$ cat src/rtl/ps2_command_tx.sv
// Host-to-device PS/2 command transmitter.
// Runs inhibit, request-to-send, shifts data/parity/stop on device clock edges, then checks the ACK.
module ps2_command_tx #(
  parameter int INHIBIT_CYCLES       = 5000,
  parameter int START_TIMEOUT_CYCLES = 750000,
  parameter int XFER_TIMEOUT_CYCLES  = 100000
) (
  input  logic       clk50m_i,
  input  logic       rst_i,
  input  logic [7:0] cmd_data_i,
  input  logic       cmd_valid_i,
  output logic       cmd_ready_o,
  input  logic       ps2_clk_i,
  input  logic       ps2_data_i,
  output logic       ps2_clk_oe_o,
  output logic       ps2_data_oe_o,
  output logic       busy_o,
  output logic       tx_done_o,
  output logic       tx_error_o,
  output logic [1:0] error_code_o
);

  localparam int TO_MAX    = (START_TIMEOUT_CYCLES > XFER_TIMEOUT_CYCLES) ?
                             START_TIMEOUT_CYCLES : XFER_TIMEOUT_CYCLES;
  localparam int TIMER_MAX = (TO_MAX > INHIBIT_CYCLES) ? TO_MAX : INHIBIT_CYCLES;
  localparam int TW        = $clog2(TIMER_MAX + 1);

  localparam logic [TW-1:0] INHIBIT_LAST = TW'(INHIBIT_CYCLES - 1);
  localparam logic [TW-1:0] START_LAST   = TW'(START_TIMEOUT_CYCLES - 1);
  localparam logic [TW-1:0] XFER_LAST    = TW'(XFER_TIMEOUT_CYCLES - 1);
  localparam logic [TW-1:0] TIMER_SAT    = TW'(TIMER_MAX);

  typedef enum logic [2:0] {
    IDLE, INHIBIT, REQ, WAIT_CLK, SHIFT, ACK_WAIT, ERR
  } state_t;

  state_t        state_reg, state_next;
  logic [TW-1:0] timer_reg, timer_next, timer_inc;
  logic [3:0]    edge_cnt_reg, edge_cnt_next, edge_num;
  logic [7:0]    byte_reg, byte_next;
  logic          parity_reg, parity_next;
  logic          drive_reg, drive_next;
  logic [1:0]    code_reg, code_next;
  logic          done_reg, done_next;
  logic          error_reg, error_next;

  logic clk_meta_reg, clk_sync_reg, clk_prev_reg;
  logic data_meta_reg, data_sync_reg;
  logic fe;

  // Synchronizers idle at 1 so a released bus never looks like an edge after reset.
  always_ff @(posedge clk50m_i or posedge rst_i) begin
    if (rst_i) begin
      clk_meta_reg  <= 1'b1;
      clk_sync_reg  <= 1'b1;
      clk_prev_reg  <= 1'b1;
      data_meta_reg <= 1'b1;
      data_sync_reg <= 1'b1;
    end else begin
      clk_meta_reg  <= ps2_clk_i;
      clk_sync_reg  <= clk_meta_reg;
      clk_prev_reg  <= clk_sync_reg;
      data_meta_reg <= ps2_data_i;
      data_sync_reg <= data_meta_reg;
    end
  end

  assign fe        = clk_prev_reg & ~clk_sync_reg;
  assign timer_inc = (timer_reg == TIMER_SAT) ? timer_reg : timer_reg + TW'(1);
  assign edge_num  = edge_cnt_reg + 4'd1;

  always_comb begin
    state_next    = state_reg;
    timer_next    = timer_reg;
    edge_cnt_next = edge_cnt_reg;
    byte_next     = byte_reg;
    parity_next   = parity_reg;
    drive_next    = drive_reg;
    code_next     = code_reg;
    done_next     = 1'b0;
    error_next    = 1'b0;
    case (state_reg)
      IDLE: begin
        if (cmd_valid_i) begin
          byte_next     = cmd_data_i;
          parity_next   = ~^cmd_data_i;
          edge_cnt_next = 4'd0;
          code_next     = 2'b00;
          timer_next    = '0;
          state_next    = INHIBIT;
        end
      end
      INHIBIT: begin
        if (timer_reg == INHIBIT_LAST) begin
          timer_next = '0;
          state_next = REQ;
        end else begin
          timer_next = timer_inc;
        end
      end
      REQ: begin
        timer_next = '0;
        state_next = WAIT_CLK;
      end
      WAIT_CLK: begin
        if (fe) begin
          edge_cnt_next = 4'd1;
          drive_next    = ~byte_reg[0];
          timer_next    = TW'(1);
          state_next    = SHIFT;
        end else if (timer_reg >= START_LAST) begin
          code_next  = 2'b01;
          error_next = 1'b1;
          state_next = ERR;
        end else begin
          timer_next = timer_inc;
        end
      end
      SHIFT: begin
        // An edge in the same cycle as the timeout is still honoured.
        if (fe) begin
          edge_cnt_next = edge_num;
          timer_next    = timer_inc;
          if (edge_num <= 4'd8) begin
            drive_next = ~byte_reg[edge_cnt_reg[2:0]];
          end else if (edge_num == 4'd9) begin
            drive_next = ~parity_reg;
          end else if (edge_num == 4'd10) begin
            drive_next = 1'b0;
          end else if (data_sync_reg) begin
            code_next  = 2'b11;
            error_next = 1'b1;
            state_next = ERR;
          end else begin
            state_next = ACK_WAIT;
          end
        end else if (timer_reg >= XFER_LAST) begin
          code_next  = 2'b10;
          error_next = 1'b1;
          state_next = ERR;
        end else begin
          timer_next = timer_inc;
        end
      end
      ACK_WAIT: begin
        if (clk_sync_reg && data_sync_reg) begin
          done_next  = 1'b1;
          state_next = IDLE;
        end else if (timer_reg >= XFER_LAST) begin
          code_next  = 2'b10;
          error_next = 1'b1;
          state_next = ERR;
        end else begin
          timer_next = timer_inc;
        end
      end
      ERR: begin
        state_next = IDLE;
      end
      default: begin
        state_next = IDLE;
      end
    endcase
  end

  always_ff @(posedge clk50m_i or posedge rst_i) begin
    if (rst_i) begin
      state_reg    <= IDLE;
      timer_reg    <= '0;
      edge_cnt_reg <= 4'd0;
      byte_reg     <= 8'h00;
      parity_reg   <= 1'b0;
      drive_reg    <= 1'b0;
      code_reg     <= 2'b00;
      done_reg     <= 1'b0;
      error_reg    <= 1'b0;
    end else begin
      state_reg    <= state_next;
      timer_reg    <= timer_next;
      edge_cnt_reg <= edge_cnt_next;
      byte_reg     <= byte_next;
      parity_reg   <= parity_next;
      drive_reg    <= drive_next;
      code_reg     <= code_next;
      done_reg     <= done_next;
      error_reg    <= error_next;
    end
  end

  // Pad enables decode straight from state so an async reset releases both at once.
  assign ps2_clk_oe_o  = (state_reg == INHIBIT) || (state_reg == REQ);
  assign ps2_data_oe_o = (state_reg == REQ) || (state_reg == WAIT_CLK) ||
                         ((state_reg == SHIFT) && drive_reg);
  assign cmd_ready_o   = (state_reg == IDLE);
  assign busy_o        = (state_reg != IDLE);
  assign tx_done_o     = done_reg;
  assign tx_error_o    = error_reg;
  assign error_code_o  = code_reg;

endmodule
$ cat config.mk
export PLATFORM = sky130hd
export DESIGN_NAME = ps2_command_tx
export DESIGN_NICKNAME = d
export VERILOG_FILES = /design/src/rtl/ps2_command_tx.sv
export SDC_FILE = /design/constraint.sdc
export NUM_CORES = 1
export LEC_CHECK = 0
export CAP_MARGIN = 40
export CORE_UTILIZATION = 58
export DETAILED_ROUTE_END_ITERATION = 8
export DONT_BUFFER_PORTS = 1
export HOLD_SLACK_MARGIN = 0.06
export PLACE_DENSITY = 0.83
export SETUP_SLACK_MARGIN = 0.02
export SLEW_MARGIN = 20
export SYNTH_ARGS = -nofsm -noshare
export SYNTH_HDL_FRONTEND = slang
export SYNTH_SLANG_ARGS = --single-unit
$ cat constraint.sdc
create_clock -name clk50m_i -period 2.31 [get_ports clk50m_i]
set_clock_uncertainty 0.05 [all_clocks]
set_input_delay 0.1155 -clock clk50m_i [delete_from_list [all_inputs] [get_ports clk50m_i]]
set_output_delay 0.1155 -clock clk50m_i [all_outputs]
set_load 0.01 [all_outputs]
Word level (Yosys, flattened, before mapping)
Index checks and enable logic that the tools add are counted.
Word-level totals
  input port bits: 13
  logic and storage cells: 122
  register bits after elaboration: 46
Operators by class
  magnitude comparators: 4
  eq/ne operators: 23
  add/subtract/negate cells: 2
  reduce and logical (&&, ||, !) cells: 18
  bitwise logic cells: 5
  muxes and demuxes: 56
Operator list (count)
  20-bit 2-to-1 mux: 8
  20-bit one-hot mux with 6 select lines: 1
  3-bit 2-to-1 mux: 10
  2-bit 2-to-1 mux: 11
  20-bit by 1-bit adder with 20-bit output (second input constant): 1
  20-bit by 13-bit == test with 1-bit output (second input constant): 1
  20-bit == test (second input constant): 1
  20-bit by 17-bit greater-or-equal comparator with 1-bit output (second input constant): 1
  20-bit greater-or-equal comparator (second input constant): 1
  3-bit inequality test (second input constant): 6
  3-bit one-hot mux with 6 select lines: 1
  1-bit 2-to-1 mux: 17
  2-bit inequality test (second input constant): 7
  4-bit 2-to-1 mux: 3
  4-bit one-hot mux with 3 select lines: 1
  4-bit AND reduction: 3
  9-bit AND reduction: 1
  4-bit == test (second input constant): 2
  2-bit one-hot mux with 4 select lines: 1
  8-bit XNOR reduction: 1
  3-bit by 2-bit == test with 1-bit output (second input constant): 2
  3-bit == test (second input constant): 2
  6-bit AND reduction: 1
  3-bit nonzero test: 2
  17 further kinds: 23

Depth between registers and ports, before layout
  depth in word-level cells: 7
  mapped depth: 9

Worst setup path after synthesis
OpenSTA, ideal clock, no wires.
  path kind: register -> register
  start point: register timer_reg[0]
  end point: register timer_reg[10]
  cell stages (with the launch flop): 9
  path slack: 0.159 ns
  arrival: 1.964 ns
  required time: 2.123 ns
  period minus slack after synthesis: 2.151 ns
  path through: dfrtp_1 -> ha_1 -> and4bb_1 -> a211o_1 -> o211ai_2 -> buf_4 -> o21ai_0 -> o31ai_1 -> a2bb2oi_1
On the way
  cells in the longest elaborated chain, start to end: 5
  elaborated cells between the ends (all ways): 15
RTL lines
  start: declaration: line 38  | logic [TW-1:0] timer_reg, timer_next, timer_inc;
  start signal: assignment: line 179  | timer_reg <= timer_next;
  20-bit by 1-bit adder with 20-bit output or 20-bit == test (tied branches): line 69  | assign timer_inc = (timer_reg == TIMER_SAT) ? timer_reg : timer_reg + TW'(1);
  20-bit 2-to-1 mux: line 69
  20-bit 2-to-1 mux (on tied branches): line 137, 149, 111
  20-bit 2-to-1 mux (on tied branches): line 146, 106, 121
  20-bit one-hot mux with 6 select lines: line 82  | case (state_reg)
Parallel ways exist; a longest one is shown, timed or not. The select of a mux whose other input is x is not followed.
A chain may end at the register's enable or synchronous reset.

Final worst setup path
  start point: register timer_reg[18]
  end point: register timer_reg[3]
On the way
  cells in the longest elaborated chain, start to end: 5
  elaborated cells between the ends (all ways): 14
RTL lines
  parallel branches: the longest is 5 deep, another holds 20-bit by 17-bit greater-or-equal comparator with 1-bit output
Several ways; the timed one is not identified. The select of a mux whose other input is x is not followed.

==> impl_metrics.toml <==
[finish]
final_area_sq_um = 3880
final_cells = 481
utilization_pct = 70.90
largest_reg_flops = 20
layout-drive-gt1-share_pct = 25.18
antennaDiodeCount = 0
final_nets = 426
area_growth_pct = 18.36
nFillCells = 418

[sta]
tns_ns = 0
rsz0062_at_grt = "yes"
timing_hold_violations_final = 0
fmax_mhz = 446.2
setup_ws_ns = 0.06908
setup_viol = 0
relSlewSlack_pct = 62.56
worstMarginPinSlew_ns = 0.5596
drv_slew = 0
fin_crit_sh_pct = 97.01
period_minus_slack_ns = 2.241

[logic_synthesis]
async_flop_share_pct = 100.0
synth_area_sq_um = 3278
synth_nets = 395
synth-seq-area-share_pct = 35.31
ys.flop_type = "dfrtp_1"
yosysWarningCount = 0
synthTopCellsByArea = "dfrtp_1, nand2_1, dfstp_2"
synth_edf_count = 0
synth_top_cell_area_share_pct = 31.30
ys_ff_latch = 46
yosysUniqueCellTypes = 74
synth.avg_cell_area_sq_um = 8.695
yosysTopAreaCell = "dfrtp_1"
syn_inst = 377

[critical_path]
required_ns = 2.48
worstSetupPathType = "reg -> reg"
cp_slowest_cell = "dfrtp_1"
crit_arrival_ns = 2.41
crit_chain = "a31oi_1, o311ai_1, a31oi_2, buf_4, nand4_1, a21oi_1, a2bb2oi_1"
start_kind = "flop"
slowest_delay_ns = 0.51
reg2reg_slack_ns = 0.07
endpoint_kind = "flop"
path_max_fanout = 9

[route]
routed_wl_um = 9827
dr.pass1.iters = 5
viasPerCell = 6.861
route.detailed.drc = 0
vias = 3300
drt-wirelength-per-cell_um = 20.43
drt_iter0_markers = 400
ant_nets = 0

[placed_design]
placed_area_sq_um = 3533
hpwl_um = 6868
place_ws_ns = 0.006904
placed_cells = 460
io_buffers = 0
gp_congestion = 1.007

[floorplan]
core_sq_um = 5473
rows = 27
initial_core_util_pct = 59.90
die_area_sq_um = 5957
fp.dieW_um = 77.18
io_pins = 21
die_y_um = 77.18

[grt]
grt_pass1_vias = 3127
met3_usage_pct = 6.786
antenna_found_initial = 0
grt-busiest-layer = "met2"
met2_usage_pct = 53.81
use_met1_pct = 43.83
grt_usage_pct = 33.43
grt_max_degree = 33
grt_pass1_wl_um = 15660
grt-ovfl-total = 0

[outcome]
status = "completed"

[clock_tree]
cts-htree-levels = 2
cts_tree = "done"
numCtsBuffers = 5
path_clk_slew_ns = 0.10
clock_latency_ns = 0.31
clock_sinks = 46
cts_buffer_depth = 2
root_buffer = "clkbuf_8"

[pwr]
peakVddDrop_uv = 648.5
leakagePower_nw = 1.546
powerDensity_nw_per_um2 = 933.6

[min_path]
hold_path_class = "in -> async"

[run]
cap_violations = 0
-- final timing paths --
check / from / end / cells past startpoint
max: timer_reg[18] / timer_reg[3] / 7
min: rst_i / byte_reg[0] / 2
max reg2reg: timer_reg[18] / timer_reg[3] / 7
min reg2reg: data_meta_reg / data_sync_reg / 0
max in group asynchronous: rst_i / timer_reg[6] / 3
min in group clk50m_i: cmd_valid_i / edge_cnt_reg[3] / 4
-- cells in the mapped netlist (9+ instances only) --
| library cell | number |
|---|---|
| o21ai_0 | 22 |
| nand4_1 | 10 |
| inv_1 | 15 |
| a21oi_1 | 25 |
| buf_2 | 10 |
| dfrtp_1 | 41 |
| nor3_1 | 9 |
| nand2_1 | 43 |
| nor2_1 | 16 |
| clkbuf_1 | 11 |
| a31oi_1 | 11 |
| mux2_2 | 11 |
| nand3_1 | 14 |
-- power by group --
group | total (mW) | internal (mW) | switching, mW
registers | 1.16 | 0.977 | 0.184
clock network | 0.535 | 0.241 | 0.293
logic | 1.93 | 0.823 | 1.10
-- per-layer routing --
layer  part of all wire [%]  vias up
met1                     39     1529
met2                     49      245
li1                       -     1476
met3                    9.6       50
met5                      0        -
met4                    3.4        0
-- worst max-delay path, delay by kind of cell (launching register included) --
kind / cells / cell delay [ns]
buffers and inverters: 1 / 0.21
AND/OR/NAND/NOR: 1 / 0.15
AO/OA/AOI/OAI: 5 / 1.25
flip-flops: 1 / 0.51
-- cells in the final DEF, fill, tap and decap left out, types with 3 or more instances in the layout --
master         instances
o211ai_1               5
a21oi_1               25
o22ai_1                5
and2_1                 3
o21ai_1                4
nor2_1                16
mux2_2                11
nor4_1                 4
a21boi_0               3
buf_6                  5
nand3_1               14
inv_1                 14
a2bb2oi_1              6
nor3_1                 9
clkbuf_8               6
nand4_1               10
and3_1                 7
dfrtp_2                4
dlygate4sd3_1         12
a211oi_2               4
o21ai_0               21
nand2b_1               7
xnor2_1                7
buf_4                 35
nand2_1               42
a31oi_1                9
ha_1                   4
o22a_1                 3
dfrtp_1               37
dfstp_2                5
o31ai_1                5
-- final cells by class --
cell class                 instances  area [sq um]  share of cell area [%]
timing repair buffer              53         459.2                   11.83
clock buffer                       6         82.58                   2.128
multi-input combinational        287          2017                   51.98
sequential                        46          1162                   29.96
tap                               72         90.09                   2.322
clock inverter                     2         12.51                  0.3225
inverter                          15         56.30                   1.451
-- cells by family (layout without fill, tap and decap cells) --
logic type / after synthesis / after routing / share of synthesized area, %
XOR/XNOR: 9 / 9 / 2.405
AND/OR/NAND/NOR: 138 / 138 / 23.24
buffers and inverters: 44 / 76 / 6.221
adder cells (fa/ha/maj): 5 / 5 / 1.908
AO/OA/AOI/OAI: 122 / 122 / 25.76
multiplexers: 13 / 13 / 5.153
flip-flops: 46 / 46 / 35.31
-- repair_timing --
item	in CTS	in global routing
hold buffers	12	0
endpoints found under the hold margin	57	0
pin swaps	1	6
setup endpoints to repair	3	18
buffers inserted	1	0
resized for setup	3	25
-- through the flow --
step,hold slack [ns],total power [mW]
6_report,0.1772,3.622
5_1_grt,0.1862,3.834
4_1_cts,0.1681,3.480
3_5_place_dp,-0.08093,2.912
3_3_place_gp,0.07004,2.846
2_1_floorplan,0.06998,2.418
(Power assumes the default switching activity.)
